$ cat config.mk
export PLATFORM = sky130hd
export DESIGN_NAME = rf_wport_sched
export DESIGN_NICKNAME = d
export VERILOG_FILES = /design/src/rtl/rf_wport_sched.sv
export SDC_FILE = /design/constraint.sdc
export NUM_CORES = 1
export LEC_CHECK = 0
export ABC_AREA = 1
export CAP_MARGIN = 10
export CORE_ASPECT_RATIO = 2
export CORE_MARGIN = 2
export CORE_UTILIZATION = 51
export DETAILED_ROUTE_END_ITERATION = 10
export PLACE_DENSITY = 0.81
export SYNTH_ARGS = -nofsm -noshare
export SYNTH_HDL_FRONTEND = slang
export SYNTH_SLANG_ARGS = --single-unit
$ cat constraint.sdc
create_clock -name clk -period 5.7 [get_ports clk]
set_input_delay 1.14 -clock clk [delete_from_list [all_inputs] [get_ports clk]]
set_output_delay 1.14 -clock clk [all_outputs]
set_load 0.1 [all_outputs]
$ cat src/rtl/rf_wport_sched.sv
// Register-file write-port scheduler: WB has priority, MDU results queue in a
// small FIFO, and a per-register pending scoreboard stalls decode on hazards.
module rf_wport_sched #(
    parameter int DW      = 32,
    parameter int DEPTH   = 2,
    parameter int MAX_OUT = 4
) (
    input  logic          clk,
    input  logic          rst,
    input  logic          wb_we,
    input  logic [4:0]    wb_rw,
    input  logic [DW-1:0] wb_din,
    input  logic          mdu_valid,
    input  logic [4:0]    mdu_rw,
    input  logic [DW-1:0] mdu_din,
    output logic          mdu_ready,
    input  logic          iss_valid,
    input  logic [4:0]    iss_rd,
    output logic          iss_ready,
    input  logic [4:0]    id_ra,
    input  logic [4:0]    id_rb,
    input  logic [4:0]    id_rd,
    output logic          stall,
    output logic          rf_we,
    output logic [4:0]    rf_rw,
    output logic [DW-1:0] rf_din
);

    localparam int AW  = (DEPTH > 1) ? $clog2(DEPTH) : 1;
    localparam int FCW = $clog2(DEPTH + 1);
    localparam int CW  = $clog2(MAX_OUT + 1);
    localparam logic [FCW-1:0] DEPTH_C = FCW'(DEPTH);
    localparam logic [CW-1:0]  MAX_C   = CW'(MAX_OUT);

    typedef struct packed {
        logic [4:0]    rw;
        logic [DW-1:0] data;
    } ent_t;

    ent_t           mem [DEPTH];
    ent_t           head;
    logic [AW-1:0]  wr_ptr, rd_ptr;
    logic [FCW-1:0] count;
    logic [31:0]    pending;
    logic [CW-1:0]  out_cnt;

    logic        wb_own, fifo_ne, push, pop, iss_fire, hazard;
    logic [31:0] set_mask, clr_mask;

    assign head = mem[rd_ptr];

    // All state-derived outputs are forced to their reset values while rst is
    // held, so nothing buffered before the reset can leak onto the port.
    always_comb begin
        wb_own    = !rst && wb_we && (wb_rw != 5'd0);
        fifo_ne   = !rst && (count != '0);
        pop       = !wb_own && fifo_ne;
        mdu_ready = rst || (count < DEPTH_C);
        iss_ready = rst || (out_cnt < MAX_C);
        push      = mdu_valid && mdu_ready;

        hazard = ((id_ra != 5'd0) && pending[id_ra]) ||
                 ((id_rb != 5'd0) && pending[id_rb]) ||
                 ((id_rd != 5'd0) && pending[id_rd]);
        stall    = (!rst && hazard) || (iss_valid && !iss_ready);
        iss_fire = iss_valid && iss_ready && !stall;

        set_mask = '0;
        clr_mask = '0;
        if (iss_fire && (iss_rd != 5'd0))
            set_mask[iss_rd] = 1'b1;
        if (pop)
            clr_mask[head.rw] = 1'b1;
    end

    always_comb begin
        rf_we  = 1'b0;
        rf_rw  = 5'd0;
        rf_din = '0;
        if (wb_own) begin
            rf_we  = 1'b1;
            rf_rw  = wb_rw;
            rf_din = wb_din;
        end else if (pop) begin
            // r0 entries still consume a pop but never assert the write strobe
            rf_we  = (head.rw != 5'd0);
            rf_rw  = head.rw;
            rf_din = head.data;
        end
    end

    always_ff @(posedge clk) begin
        if (!rst && push)
            mem[wr_ptr] <= '{rw: mdu_rw, data: mdu_din};
    end

    always_ff @(posedge clk) begin
        if (rst) begin
            wr_ptr  <= '0;
            rd_ptr  <= '0;
            count   <= '0;
            pending <= '0;
            out_cnt <= '0;
        end else begin
            if (push)
                wr_ptr <= wr_ptr + AW'(1);
            if (pop)
                rd_ptr <= rd_ptr + AW'(1);
            case ({push, pop})
                2'b10:   count <= count + FCW'(1);
                2'b01:   count <= count - FCW'(1);
                default: count <= count;
            endcase
            // set is applied after clear so a same-cycle reissue wins
            pending <= (pending & ~clr_mask) | set_mask;
            case ({iss_fire, pop})
                2'b10:   out_cnt <= out_cnt + CW'(1);
                2'b01:   out_cnt <= out_cnt - CW'(1);
                default: out_cnt <= out_cnt;
            endcase
        end
    end

endmodule

# After elaboration in Yosys (flattened, before gate mapping)
# Memory sizes are Yosys's and may differ from the RTL's. A register that Yosys moved wholly into a read port is not among the register bits.
# Index checks and enable logic that the tools add are counted.
# Widths: inputs -> output; s select.
# op_classes
eq_ne	4
n_bitwise	3
shift	0
n_addsub	6
reduce_logical	34
n_mul	0
mux	24
n_lt_le_gt_ge	9
n_div	0
# ops
operator	count
$mux 32	4
$and 32x32->32	1
$not 32->32	1
$or 32x32->32	1
$lt 5x6->1 const B	5
$reduce_bool 5->1	6
$logic_and 1x1->1	16
$bmux 1 s5	3
$mux 1	11
$demux 1 s5	2
$ge 5x1->1 const B	2
$mux 5	2
$pmux 3 s2	1
$reduce_bool 2->1	3
$logic_or 1x1->1	5
$eq 2x1->1 const B	2
$eq 2x2->1 const B	2
$logic_not 1->1	4
$pmux 2 s2	1
$add 3x1->3 const B	1
$lt 3x3->1 const B	1
$sub 3x1->3 const B	1
$add 1x1->1 const B	2
$add 2x1->2 const B	1
2 further kinds	2
# totals
latch_bits	0
wordCells	86
n_memories	1
inputBits	99
mem_bits_ro	0
ram_bits	74
reg_bits	39
output_inout_bits	41
# mem_list
memory	words	width	rd	rd_clocked_by_memory_dff	wr	line	text
mem	2	37	1	1	1	40	ent_t mem [DEPTH];

# Depth between registers and ports, before layout
# logic_depth
depth_word	12
ltp_mapped	24

# Worst setup path before layout
# No wires, ideal clock.
# synth_path
path_type	input-to-reg
from	input port rst
to	memory mem[1][0] (netlist name), enable pin
required_time_ns	5.223
t_arrival_ns	4.930
n_path_buf	1
cell_stages	5
slack_ns	0.293
cell_sequence	buf_2 > inv_1 > nand2_1 > nand2_1 > nor3_1
# synth_between
elab_chain_len	5
elab_cells_between_ends	6
cone_classes	mux: 2; reduce/logical: 4
# synth_lines
element	line	text
from (decl)	9	input logic rst,
$logic_or 1x1->1	58	mdu_ready = rst || (count < DEPTH_C);
net mdu_ready	16	output logic mdu_ready,
$logic_and 1x1->1	60	push = mdu_valid && mdu_ready;
$logic_and 1x1->1	93	if (!rst && push)
$mux 1	93	
$mux 1 (not written as such)	94	mem[wr_ptr] <= '{rw: mdu_rw, data: mdu_din};
to (decl)	40	
# The timed path passes the listed nets, and every way through them passes these cells.

# Worst setup path in the final report
# layout_path
from	input port wb_rw[2]
to	output port rf_din[18]
# layout_between
elab_chain_len	6
# layout_lines
element	line	text
from (decl)	11	input logic [4:0] wb_rw,
$reduce_bool 5->1 *	55	wb_own = !rst && wb_we && (wb_rw != 5'd0);
$logic_and 1x1->1 *	55	
$logic_not 1->1	57	pop = !wb_own && fifo_ne;
$logic_and 1x1->1	57	
$mux 32	84	end else if (pop) begin
$mux 32 *	80	if (wb_own) begin
to (decl)	26	output logic [DW-1:0] rf_din
# Every way passes the cells marked *; elsewhere a longest branch is shown, timed or not.

==> flow_metrics.tcl <==
set metrics [dict create \
    grt_usage 0.332 \
    hold_class "flop to flop" \
    path_clk_slew_ns 0.05 \
    cpMostUsedCell "nand2_1" \
    max_stage_delay_ns 0.62 \
    path_max_fanout 38 \
    via_per_inst 6.13 \
    r2r-end "out_cnt[2]" \
    ant_nets 0 \
    cp-endpoint "rf_din[18]" \
    synth_top_area_frac 0.362 \
    fp.coreArea_um2 11700 \
    fp.dieW_um 81.6 \
    power.density_nw_per_um2 332 \
    critPathRequiredTime_ns 4.56 \
    worst_pin_slew_ns 1.11 \
    finalNonFillerCells 977 \
    hold-worst-slack_ns 0.474 \
    grt_max_degree 40 \
    cts_inserted_buffers 25 \
    io_buffers 139 \
    synthCells 689 \
    synth_edf_count 74 \
    timing.critical_path.buf_inv 4 \
    end_kind "primary output" \
    synthTopCellsByCount "161 x nand2_1, 74 x edfxtp_1, 71 x inv_1" \
    drv_cap 0 \
    place_hpwl_um 14700 \
    dp_cells 946 \
    dieHeight_um 159 \
    setup_ws_ns 0.787 \
    rrSetupSlack_ns 2.81 \
    gr-total-overflow 0 \
    netlist_area_um2 6140 \
    rows 56 \
    insertion_delay_ns 0.45 \
    path_cells "clkdlybuf4s50_1, nor3_1, nand3_1, buf_4, nand2_1, nand2_1, inv_2, a32o_1, buf_12" \
    root_buffer "clkbuf_16" \
    avgRoutedWirePerCell_um 21.2 \
    synth_fp_nets 791 \
    worstSetupPathDepth 9 \
    post-synth-top-count-cell "nand2_1" \
    cts_tree "done" \
    areaGrowthSynthToFinish_pct 39.8 \
    synth_top_area_cell "edfxtp_1" \
    numClockSinks 114 \
    ys.flop_type "edfxtp_1" \
    cts_resized 0 \
    post_cts_buffers 0 \
    post-route-min-period_ns 4.91 \
    postLayoutCellArea_um2 8580 \
    ir_drop_mv 0.415 \
    syn_avg_cell_area_um2 8.91 \
    layout-drive-gt1-share 0.153 \
    final-setup-viol-count 0 \
    fin_skew_ns 0.00865 \
    arrival_ns 3.77 \
    rsz0062_at_grt "no" \
    async_flop_share 0 \
    antenna_found_initial 0 \
    critical_path.top_delay_family "buffers and inverters" \
    initial_utilization 0.524 \
    die_area_um2 13000 \
    drtIter0Drc 524 \
    setup_tns_ns 0 \
    min_period_over_period 0.862 \
    r2r-start "count[0]" \
    io-pin-count 140 \
    run_status "completed" \
    slowest_stage "inv_2" \
    cts_buffer_depth 3 \
    timing.fmax_mhz 204 \
    yosysWarnings 0 \
    synth_seq_cells 114 \
    post-place-ws_ns 0.910 \
    grt_pass1_wl_um 32500 \
    p_leak_nw 3.36 \
    wl_um 20700 \
    crit_start "wb_rw[2]" \
    route.vias.total 5986 \
    start_kind "input port" \
    hold_violations 0 \
    place_area_um2 7920 \
    r2r_cells 11 \
    grt_pass1_vias 6366 \
    diodes 0 \
    critPathKind "input port to primary output" \
    synth-seq-area-share 0.493 \
    htree_levels 4 \
    finalNetCount 930 \
    gp_congestion 0.886 \
    slew_headroom 0.259 \
    synthTopCellsByArea "edfxtp_1 36%, dfxtp_1 13%, nand2_1 9.8%" \
    synth_cell_types 35 \
    drc 0 \
    ctsHoldBuffers 0 \
    firstDrtPassIters 7 \
    report.final.slew_viol_count 0 \
]
-- layer usage --
layer  GRT usage  wire length (µm)  part of all wire  vias up
li1            -                 -                 -     2711
met1       0.316              6630              0.32     2766
met2       0.580             10900              0.53      389
met3      0.0890              1560             0.075      120
met4       0.243              1640             0.079        0
met5           0                 0                 0        -
-- cells by family (layout without fill, tap and decap cells) --
kind of cell,Yosys count,in the layout,synth area share
flip-flops,114,114,0.493
buffers and inverters,114,257,0.0895
AO/OA/AOI/OAI,133,133,0.141
adder cells (fa/ha/maj),3,3,0.00734
multiplexers,32,32,0.0587
AND/OR/NAND/NOR,293,293,0.211
-- flip-flops by register name, indices dropped and copies added, names as in the netlist, named ones only --
register	cells
pending	32
wr_ptr	1
rd_ptr	1
mem	74
count	2
out_cnt	3
-- report_power, final --
group	leakage [nW]	switching, mW	internal (mW)
combinational	2.03	0.486	0.268
sequential	1.00	0.0177	0.919
clock	0.322	0.376	0.787
total	3.36	0.879	1.97
-- per-stage QoR --
| stage | total power, mW | util |
|---|---|---|
| 2_1_floorplan | 1.41 | - |
| 3_3_place_gp | 1.67 | 0.677 |
| 3_5_place_dp | 1.69 | 0.677 |
| 4_1_cts | 2.86 | 0.733 |
| 5_1_grt | 2.93 | 0.733 |
| 6_report | 2.85 | 0.733 |
-- cell usage in the layout, fill, tap and decap left out, types with 19 or more instances in the layout --
master | synthesis | layout
nand3_1 | 63 | 63
clkdlybuf4s50_1 | 0 | 98
nand2_1 | 161 | 161
nand4_1 | 32 | 32
a21oi_1 | 43 | 43
clkbuf_16 | 0 | 25
dfxtp_1 | 40 | 39
edfxtp_1 | 74 | 74
nor2_1 | 21 | 19
mux2_2 | 32 | 32
a32o_1 | 32 | 32
inv_1 | 71 | 71
o21ai_0 | 43 | 43
buf_12 | 0 | 38
-- worst min path at each step --
| stage | startpoint | to | slack, ns | cells past startpoint |
|---|---|---|---|---|
| 5_1_grt | rd_ptr | rd_ptr | 0.49 | 1 |
| 3_5_place_dp | rd_ptr | flop | 0.45 | 1 |
| 3_3_place_gp | rd_ptr | flop | 0.44 | 1 |
| 6_report | rd_ptr | flop | 0.47 | 1 |
| 2_1_floorplan | rd_ptr | flop | 0.43 | 1 |
| 4_1_cts | rd_ptr | rd_ptr | 0.47 | 1 |
-- cell type report --
class	count	area, µm²
sequential	114	3020
fill	807	3120
tap	145	181
multi-input combinational	461	2580
clock inverter	2	7.51
clock buffer	29	651
inverter	78	303
timing repair buffer	148	1830
(Power assumes the default switching activity.)
